### src/rtl/add_job_loader.sv
// add_job_loader: streams a count+data job into the shared RAM,
// runs the summing adder through clear/start and returns its sum.
module add_job_loader #(
  parameter int DATAWIDTH = 3,
  parameter int MEMWIDTH  = 3
) (
  input  logic                 clk,
  input  logic                 rst,
  input  logic                 in_valid,
  input  logic [DATAWIDTH-1:0] in_data,
  output logic                 in_ready,
  output logic                 we,
  output logic [MEMWIDTH-1:0]  waddr,
  output logic [DATAWIDTH-1:0] wdata,
  output logic                 add_clr,
  output logic                 add_start,
  input  logic                 add_fin,
  input  logic [DATAWIDTH-1:0] add_result,
  output logic                 out_valid,
  output logic [DATAWIDTH-1:0] out_result,
  input  logic                 out_ready,
  output logic                 err
);

  localparam int DEPTH = 2 ** MEMWIDTH;
  localparam int TW    = MEMWIDTH + 1;
  localparam logic [MEMWIDTH-1:0] CNT_ADDR =
    MEMWIDTH'(DEPTH - 1);
  localparam logic [TW-1:0] T_LAST = TW'(DEPTH + 1);

  // FLUSH lets the last RAM write land before the adder is cleared.
  typedef enum logic [2:0] {
    S_IDLE,
    S_LOAD,
    S_FLUSH,
    S_CLR,
    S_RUN,
    S_DONE
  } state_e;

  state_e state_q, state_d;

  logic [MEMWIDTH-1:0]  cnt_q, cnt_d;
  logic [MEMWIDTH-1:0]  idx_q, idx_d;
  logic [TW-1:0]        tmr_q, tmr_d;
  logic                 in_ready_q, in_ready_d;
  logic                 we_q, we_d;
  logic [MEMWIDTH-1:0]  waddr_q, waddr_d;
  logic [DATAWIDTH-1:0] wdata_q, wdata_d;
  logic                 clr_q, clr_d;
  logic                 start_q, start_d;
  logic                 ovld_q, ovld_d;
  logic [DATAWIDTH-1:0] res_q, res_d;
  logic                 err_q, err_d;

  logic                 xfer_in;
  logic                 xfer_out;
  logic                 clamp;
  logic                 last_word;
  logic                 timeout;
  logic [MEMWIDTH-1:0]  n_in;
  logic                 ld_cnt;
  logic                 ld_word;
  logic                 in_run;
  logic                 in_clr;

  assign xfer_in   = in_valid && in_ready_q;
  assign xfer_out  = ovld_q && out_ready;
  assign clamp     = 32'(in_data) > 32'(DEPTH - 1);
  assign n_in      = clamp ? CNT_ADDR : MEMWIDTH'(in_data);
  assign last_word = idx_q == (cnt_q - MEMWIDTH'(1));
  assign timeout   = (tmr_q == T_LAST) && !add_fin;

  assign ld_cnt  = (state_q == S_IDLE) && xfer_in;
  assign ld_word = (state_q == S_LOAD) && xfer_in;
  assign in_run  = state_q == S_RUN;
  assign in_clr  = state_q == S_CLR;

  always_ff @(posedge clk or negedge rst) begin
    if (!rst) begin
      state_q    <= S_IDLE;
      cnt_q      <= '0;
      idx_q      <= '0;
      tmr_q      <= '0;
      in_ready_q <= 1'b0;
      we_q       <= 1'b0;
      waddr_q    <= '0;
      wdata_q    <= '0;
      clr_q      <= 1'b0;
      start_q    <= 1'b0;
      ovld_q     <= 1'b0;
      res_q      <= '0;
      err_q      <= 1'b0;
    end else begin
      state_q    <= state_d;
      cnt_q      <= cnt_d;
      idx_q      <= idx_d;
      tmr_q      <= tmr_d;
      in_ready_q <= in_ready_d;
      we_q       <= we_d;
      waddr_q    <= waddr_d;
      wdata_q    <= wdata_d;
      clr_q      <= clr_d;
      start_q    <= start_d;
      ovld_q     <= ovld_d;
      res_q      <= res_d;
      err_q      <= err_d;
    end
  end

  always_comb begin
    state_d = state_q;
    unique case (state_q)
      S_IDLE: begin
        if (xfer_in) begin
          state_d = (n_in == '0) ? S_FLUSH : S_LOAD;
        end
      end
      S_LOAD: begin
        if (xfer_in && last_word) begin
          state_d = S_FLUSH;
        end
      end
      S_FLUSH: state_d = S_CLR;
      S_CLR:   state_d = S_RUN;
      S_RUN: begin
        if (add_fin || timeout) begin
          state_d = S_DONE;
        end
      end
      S_DONE: begin
        if (xfer_out) begin
          state_d = S_IDLE;
        end
      end
      default: state_d = S_IDLE;
    endcase
  end

  // Handshake/control flops follow the next state so they are
  // valid in the same cycle the state is entered.
  always_comb begin
    in_ready_d = (state_d == S_IDLE) || (state_d == S_LOAD);
    clr_d      = state_d == S_CLR;
    start_d    = state_d == S_RUN;
    ovld_d     = state_d == S_DONE;
  end

  always_comb begin
    cnt_d   = cnt_q;
    idx_d   = idx_q;
    tmr_d   = tmr_q;
    we_d    = 1'b0;
    waddr_d = waddr_q;
    wdata_d = wdata_q;
    res_d   = res_q;
    err_d   = err_q;
    unique case (1'b1)
      ld_cnt: begin
        cnt_d   = n_in;
        idx_d   = '0;
        we_d    = 1'b1;
        waddr_d = CNT_ADDR;
        wdata_d = DATAWIDTH'(n_in);
        err_d   = err_q | clamp;
      end
      ld_word: begin
        we_d    = 1'b1;
        waddr_d = idx_q;
        wdata_d = in_data;
        idx_d   = idx_q + MEMWIDTH'(1);
      end
      in_clr: begin
        tmr_d = '0;
      end
      in_run: begin
        tmr_d = tmr_q + TW'(1);
        if (add_fin) begin
          res_d = add_result;
        end else if (timeout) begin
          res_d = '0;
          err_d = 1'b1;
        end
      end
      default: begin
      end
    endcase
  end

  assign in_ready   = in_ready_q;
  assign we         = we_q;
  assign waddr      = waddr_q;
  assign wdata      = wdata_q;
  assign add_clr    = clr_q;
  assign add_start  = start_q;
  assign out_valid  = ovld_q;
  assign out_result = res_q;
  assign err        = err_q;

endmodule
### config.mk
export PLATFORM = sky130hd
export DESIGN_NAME = add_job_loader
export DESIGN_NICKNAME = d
export VERILOG_FILES = /design/src/rtl/add_job_loader.sv
export SDC_FILE = /design/constraint.sdc
export NUM_CORES = 1
export LEC_CHECK = 0
export CORE_MARGIN = 4
export CORE_UTILIZATION = 45
export DETAILED_ROUTE_END_ITERATION = 10
export PLACE_DENSITY = 0.76
export SLEW_MARGIN = 25
export SYNTH_ARGS = -nofsm -noshare
export SYNTH_HDL_FRONTEND = slang
export SYNTH_SLANG_ARGS = --single-unit
### constraint.sdc
create_clock -name clk -period 2.4 [get_ports clk]
set_clock_uncertainty 0.2 [all_clocks]
set_input_delay 0.24 -clock clk [delete_from_list [all_inputs] [get_ports clk]]
set_output_delay 0.24 -clock clk [all_outputs]
set_load 0.005 [all_outputs]
==> reports/metrics.csv <==
metric;value;unit
status;complete, no violations;
CP endpoint;out_result[2];
Core Region;2780;sq um
post-synthesis async set-or-reset flop share;100;%
vias per inst;5.66;
Mean Syn Cell Area;12.1;sq um
total of max-cap violations;0;
CTS max path bufs;2;
fin area;1630;sq um
post-synth top area share;53.0;%
Total Routing Usage GR;14.2;%
CTS-repair resized insts;0;
I/O pin count;26;
fin cells;166;
Routability Congestion;0.730;
Hold-fix buffers, CTS;0;
# diodes;0;
Clock Latency Late Sink;0.31;ns
count leader, synth;dfrtp_1;
Clk pwr share;11.4;%
Least-Margin Pin Slew;0.449;ns
internal cell power;1.28;mW
Worst-path clk slew;0.14;ns
pre-CTS setup slack;0.382;ns
placed cells;162;
reg2reg path depth;5;
Setup Crit Path Kind;flip-flop to flip-flop;
routed len/inst;15.3;um
Via Count;940;
critical path startpoint category;flip-flop;
Mapped Area;1320;sq um
die area;3870;sq um
post-synthesis sequential area ratio;53.0;%
Final Hold Vio Count;0;
syn nets;124;
DR iter-0 viols;66;
peak supply drop;0.000631;V
combinational power share;44.0;%
Post-synth EDFFs;0;
origin of the worst setup path;state_q[2];
biggest area consumer among synthesized cells;dfrtp_1;
switching share of power;35.0;%
DRT Pass-1 Iters;4;
Core Rows;19;
area of the multi-input gates;559;sq um
post-route DRC violation count;0;
first-pass GRT wire length;4.60;mm
Initial Util;47.5;%
number of CTS-inserted buffers;3;
Final Max Tran Viols;0;
fill cell count;234;
Final nets;151;
Synth Register Bits;28;
Ys Warns;0;
Required @ worst endpoint;2.42;ns
Worst path max stage delay;0.61;ns
setup ws final;0.402;ns
worst-path cell chain;and2b_1, nor2b_1, buf_4, nand2_1, a32o_1;
top_reg_cell synth;dfrtp_1;
Arr. time, crit path;2.02;ns
crit path capture type;flip-flop;
power per cell area;1210;nW/um^2
Design Power;1.97;mW
Worst slew margin;70.1;%
worst reg2reg path endpoint;out_result[2];
Post-CTS Setup Bufs;0;
Area contributors post-synth;dfrtp_1 (53%), ha_1 (3.8%), mux2_4 (3.4%);
antenna-violating nets left;0;
H-tree levels;1;
fin crit share;83.2;%
fin crit period;2.00;ns
clock tree root buffer cell;clkbuf_4;
static leakage power;0.720;nW
Area Overhead vs Synth;23.0;%
fin util;58.5;%
antenna violations before repair;0;
flop-to-flop setup slack;0.40;ns
FF+latch area;701;sq um
RSZ-0062 raised after global routing;false;
P_sw;689;uW
DP Area;1590;sq um
reg2reg start;state_q[2];
cells after synthesis;109;
Flop pwr share;44.7;%
hold_ws;0.0772;ns
crit path max fanout;11;
height of the chip;62.2;um
clock sinks;28;
Post-DP HPWL;1.92;mm
number of global-route vias before repair;1058;
TNS Setup;0;ns
Final Setup Violations;0;
Netlist cell types;45;
Die W;62.2;um
Detailed Route WL;2.54;mm
fmax;501;MHz
pin count of the biggest net entering global routing;29;
GRT Residual Overflow;0;
Port Buffers;25;
layout cell share with drive strength beyond 1;11.1;%
slowest cell on the critical path;dfrtp_1;
CTS tree;yes;
top cells by count, synth;dfrtp_1 (28), inv_1 (7), nand2_1 (6), ha_1 (4);
Hold Path Class;input pin to asynchronous set/reset pin;
## flip-flops by register name, summed over array words and instances (netlist names)
| signal | count |
|---|---|
| state_q | 3 |
| tmr_q | 4 |
| wdata | 3 |
| waddr | 3 |
| add_start | 1 |
| add_clr | 1 |
| out_result | 3 |
| cnt_q | 3 |
| in_ready | 1 |
| we | 1 |
| out_valid | 1 |
| idx_q | 3 |
| err | 1 |
## cells by family (layout without fill, tap and decap cells)
group                    after synthesis  in the layout  synth area share [%]
flip-flops                            28             28                  53.0
multiplexers                           7              7                  6.72
AND/OR/NAND/NOR                       29             29                  14.5
adder cells (fa/ha/maj)                4              4                  3.78
XOR/XNOR                               4              4                  2.65
AO/OA/AOI/OAI                         25             25                  14.7
buffers and inverters                 12             38                  4.73
## how the worst min path moves through the flow
stage	end	startpoint	depth (start not counted)	slack, ns
floorplan	add_clr	rst	0	-0.26
global placement	wdata[2]	wdata[2]	1	0.27
detailed placement	err	err	1	0.27
CTS	tmr_q[0]	rst	2	0.08
global route	tmr_q[0]	rst	2	0.09
finish	wdata[1]	rst	2	0.08
## critical path: cells and delay by family, from the launching register on
family | cells | cell delay (ns)
compound gates | 1 | 0.21
buf+inv | 1 | 0.21
flops | 1 | 0.61
simple gates | 3 | 0.68
## per-layer routing
metal / share of wire [%] / global-route usage (%)
met5: 0 / 0
met3: 4.0 / 3.60
met1: 44 / 16.5
met4: 0.75 / 4.61
met2: 51 / 25.1
## cell usage in the layout, fill, tap and decap left out, drive strengths merged, types with 2 or more instances in the layout
cell	netlist	final
buf	5	2
a32o	3	3
a21boi	2	2
dfrtp	28	28
a311oi	2	2
xnor2	2	2
a21oi	3	3
a221oi	2	2
xor2	2	2
clkdlybuf4s50	0	25
mux2	6	6
o21ai	4	4
nor3b	3	3
and2	2	2
o22a	3	3
clkbuf	0	4
inv	7	7
ha	4	4
nor3	2	2
nand2	7	7
nor2	3	3
## power groups by stage
| stage | Clock (mW) | Combinational, mW | Sequential, mW |
|---|---|---|---|
| 3_3_place_gp | 0 | 0.838 | 0.876 |
| 5_1_grt | 0.253 | 0.957 | 0.920 |
| 4_1_cts | 0.230 | 0.880 | 0.883 |
| 2_1_floorplan | 0 | 0.601 | 0.817 |
| 6_report | 0.224 | 0.866 | 0.880 |
| 3_5_place_dp | 0 | 0.876 | 0.889 |
## cell type report
class / instances / share of cell area (%)
flip-flops and latches: 28 / 43.1
multi-input cells: 69 / 34.4
repair buffers: 27 / 16.3
well taps: 31 / 2.38
clock buffers: 4 / 2.23
inverters: 7 / 1.62
Note: power is estimated with default switching activity, not from simulation.
